File: config.mk
export PLATFORM = sky130hd
export DESIGN_NAME = run_detector
export DESIGN_NICKNAME = d
export VERILOG_FILES = /design/src/rtl/run_det_pkg.sv /design/src/rtl/sat_counter.sv /design/src/rtl/run_detector.sv
export SDC_FILE = /design/constraint.sdc
export NUM_CORES = 1
export LEC_CHECK = 0
export CAP_MARGIN = 25
export CORE_MARGIN = 2
export CORE_UTILIZATION = 28
export DETAILED_ROUTE_END_ITERATION = 8
export SLEW_MARGIN = 25
export SYNTH_ARGS = -nofsm -noshare
export SYNTH_HDL_FRONTEND = slang
export SYNTH_SLANG_ARGS = --single-unit
export TNS_END_PERCENT = 1
File: constraint.sdc
create_clock -name clk -period 2.08 [get_ports clk]
set_input_delay 0.416 -clock clk [delete_from_list [all_inputs] [get_ports clk]]
set_output_delay 0.416 -clock clk [all_outputs]
set_load 0.1 [all_outputs]
File: src/rtl/run_det_pkg.sv
// Shared types for the run detector: run-state encoding and the run-width helper.
package run_det_pkg;

    typedef enum logic [1:0] {
        IDLE,
        COUNT,
        HIT
    } run_state_e;

    // Bits needed to hold a run length of 0..run_len inclusive.
    function automatic int run_w(input int run_len);
        return $clog2(run_len + 1);
    endfunction

endpackage

File: src/rtl/sat_counter.sv
// Saturating up-counter with synchronous clear; clear has priority over increment.
module sat_counter #(
    parameter int W = 8
) (
    input  logic         clk,
    input  logic         rst,
    input  logic         clr,
    input  logic         inc,
    output logic [W-1:0] q
);

    logic [W-1:0] q_q, q_d;

    always_comb begin
        q_d = q_q;
        if (clr)
            q_d = '0;
        else if (inc && (q_q != {W{1'b1}}))
            q_d = q_q + W'(1);
    end

    always_ff @(posedge clk) begin
        if (rst) q_q <= '0;
        else     q_q <= q_d;
    end

    assign q = q_q;

endmodule

File: src/rtl/run_detector.sv
// Detects runs of RUN_LEN consecutive qualified samples equal to tgt, with
// selectable overlapping mode and a saturating detection counter.
module run_detector
    import run_det_pkg::*;
#(
    parameter int RUN_LEN = 3,
    parameter int CNT_W   = 8
) (
    input  logic                        clk,
    input  logic                        rst,
    input  logic                        en,
    input  logic                        i,
    input  logic                        tgt,
    input  logic                        ovl,
    input  logic                        clr,
    output logic                        y,
    output logic [run_w(RUN_LEN)-1:0]   run,
    output logic [CNT_W-1:0]            det_cnt
);

    localparam int RW = run_w(RUN_LEN);
    localparam logic [RW-1:0] RUN_MAX = RW'(RUN_LEN);

    logic [RW-1:0] run_q, run_d;
    logic          y_q, y_d;
    logic          tgt_q, tgt_d;
    logic          det;
    run_state_e    state;

    always_comb begin
        if (run_q == '0)          state = IDLE;
        else if (run_q == RUN_MAX) state = HIT;
        else                      state = COUNT;
    end

    always_comb begin
        run_d = run_q;
        tgt_d = tgt_q;
        det   = 1'b0;
        if (en) begin
            tgt_d = tgt;
            // A target switch restarts the run against the new target; the
            // current bit can at most begin a run, so it cannot detect.
            if (tgt != tgt_q) begin
                run_d = (i == tgt) ? RW'(1) : '0;
            end else if (i != tgt) begin
                run_d = '0;
            end else begin
                case (state)
                    HIT: begin
                        if (ovl) begin
                            run_d = RUN_MAX;
                            det   = 1'b1;
                        end else begin
                            run_d = RW'(1);
                        end
                    end
                    default: begin
                        run_d = run_q + RW'(1);
                        det   = (run_d == RUN_MAX);
                    end
                endcase
            end
        end
        y_d = det;
    end

    always_ff @(posedge clk) begin
        if (rst) begin
            run_q <= '0;
            y_q   <= 1'b0;
            tgt_q <= tgt;
        end else begin
            run_q <= run_d;
            y_q   <= y_d;
            tgt_q <= tgt_d;
        end
    end

    sat_counter #(.W(CNT_W)) u_cnt (
        .clk (clk),
        .rst (rst),
        .clr (clr),
        .inc (det),
        .q   (det_cnt)
    );

    assign y   = y_q;
    assign run = run_q;

endmodule
==> metrics.txt <==
CP max-delay cell or4_4; final design utilization 43.3%; register share of total power 49.4%; Wirelength per Cell 11.0 um; via count 678; Nets 121; post-route minimum period 2030 ps; final-report setup violation count 0; placed wire-length estimate 1.14 mm; Routed Wire Length 1.51 mm; top_reg_cell synth dfxtp_1; slowest stage delay, CP 520 ps; Remaining Overflow, GRT 0; Pwr Density 499 nW/um^2; normalized max-slew margin 71.6%; row cnt 17; pin count of the biggest net entering global routing 9; buffers from clock root to sink, at most 2; clk_lat worst skew 270 ps; clock-pin slew of the registers on the worst-case setup and hold paths 70 ps; Final GP Congestion 0.755; sequential fraction of the synthesis area 36.6%; first-pass GRT wire length 2.55 mm; vias in the first global route 629; net count of the mapped netlist 91; kind of launch point of the worst setup path input port; Critical Path RT 2290 ps; Placement Setup Slack -273 ps; P_int 374 uW; share of post-route cells with drive strength above 1 33.9%; relative contribution of the clock network to total power 37.4%; Synth warnings 0; Area Growth Syn to Fin 43.0%; Max Clock Skew 1.62 ps; via count normalized by instance count 4.95; CTS H-tree lvls 1; CTS tree done; total count of max-transition violations in the final report 0; Mapped Area 683 sq um; highest clock rate 0.493 GHz; worst-margin pin slew 425 ps; DRT antenna net count 0; clock tree root buffer cell clkbuf_4; reported net switching power 113 uW; CTS sink count 12; leakage power total 0.369 nW; placed instance area 925 sq um; diode insertion count for antenna repair 0; Post-synth ARST share 0%; EDFF count, synth 1; Max Cap Viol 0; total routing resource utilization after global routing 12.0%; critical path capture point type flop; First-pass DRT Iterations 4; num ports 18; post-route setup slack 51.0 ps; area of the placeable core 2250 sq um; net switching share of the total power 23.2%; maximum vdd ir drop 0.389 mV; number of distinct standard cells referenced by the synthesized netlist 31; maximum fanout along the worst path 8; mean area per synthesized cell 8.54 sq um; # hold bufs at CTS 0; DRC violation count after routing 0; Final Hold Viols 0; antenna violations before repair 0; buffers added on ports 17; Total Die Area 2850 sq um; total of cells resized after clock tree synthesis 0; TritonCTS Buffers 3; critical path, cell by cell clkdlybuf4s50_1 -> or3_4 -> a211o_4 -> or4_4 -> a21oi_2; number of buffers added for setup after CTS 0; effective utilization at floorplan 30.3%; Starting DRT DRC Count 7; HP Class reg2reg; critical path data arrival time 2240 ps; Comb pwr share 13.2%; horizontal die dimension 53.4 um; post-route cell area 977 sq um; setup repair after global routing missed its margin false; final worst path period share 97.6%; outcome finished, final reports clean; flop and latch count out of synthesis 12; Crit Path Category in2reg; Cells after Synth 80; die height 53.4 um
layer usage:
layer | global-route usage (%) | part of all wire, %
met5 | 0 | 0
met4 | 1.28 | 0
met3 | 5.37 | 8.1
met2 | 18.5 | 45
met1 | 15.7 | 47
cell usage after synthesis, types with 2 or more instances:
cell / count / area, sq um
or2_2: 3 / 18.8
or4_1: 3 / 22.5
ha_1: 4 / 50.1
o31ai_1: 2 / 15.0
nor3_1: 2 / 10.0
a211oi_1: 2 / 15.0
nand3_1: 5 / 25.0
nand2_1: 6 / 22.5
a21oi_1: 9 / 45.0
nor2_1: 6 / 22.5
inv_1: 5 / 18.8
dfxtp_1: 11 / 220
mux2i_1: 2 / 20.0
o21ai_0: 3 / 15.0
sequential cells by signal (all words and copies together), names as in the netlist:
signal / cells
y: 1
run: 2
tgt_q: 1
u_cnt.q: 8
cell type report:
type                       count  area (sq um)
inverter                       5          18.8
timing repair buffer          27           218
multi-input combinational     61           414
sequential                    12           255
clock buffer                   4          36.3
tap                           28          35.0
fill                         242          1280
stage by stage:
step	std cells	hold WS, ps	power (mW)	setup TNS (ps)
floorplan	80	478	0.278	0
global placement	133	486	0.309	-1120
detailed placement	133	481	0.310	-1230
CTS	137	493	0.498	0
finish	137	489	0.487	0
global route	137	533	0.516	0
worst paths after layout:
kind	endpoint	slack, ps	cells after the start	start
max	u_cnt.q[3]	50	5	tgt
min	run[1]	490	2	run[1]
max reg2reg	u_cnt.q[3]	160	4	tgt_q
min reg2reg	run[1]	490	2	run[1]
power groups by stage:
stage | combinational (mW) | clock, mW | sequential, mW
6_report | 0.0644 | 0.182 | 0.241
5_1_grt | 0.0703 | 0.204 | 0.242
4_1_cts | 0.0643 | 0.193 | 0.241
3_5_place_dp | 0.0636 | 0 | 0.246
3_3_place_gp | 0.0635 | 0 | 0.246
2_1_floorplan | 0.0200 | 0 | 0.258
worst max-delay path: cells and delay by family:
| family | cells | cell delay, ps |
|---|---|---|
| buffers and inverters | 1 | 420 |
| AO/OA/AOI/OAI | 2 | 490 |
| AND/OR/NAND/NOR | 2 | 910 |
cells by family after synthesis:
logic type                 Yosys count  share of synthesized area, %
and+or+nand+nor                     32                          26.2
AOI/OAI and AO/OA                   21                          19.2
DFF                                 12                          36.6
buffers and inverters                7                          5.13
adders and majority gates            4                          7.33
xor gates and xnor gates             2                          2.56
muxes                                2                          2.93
layout by cell type, fill, tap and decap left out, types with 3 or more instances in the layout:
| master | n |
|---|---|
| buf_4 | 21 |
| nand3_1 | 5 |
| a21oi_1 | 8 |
| dfxtp_1 | 7 |
| nor2_1 | 6 |
| clkbuf_4 | 3 |
| clkdlybuf4s50_1 | 6 |
| inv_1 | 5 |
| nand2_1 | 6 |
| ha_1 | 4 |
| or2_2 | 3 |
| dfxtp_2 | 4 |
| o21ai_0 | 3 |
Note: power is estimated with default switching activity, not from simulation.
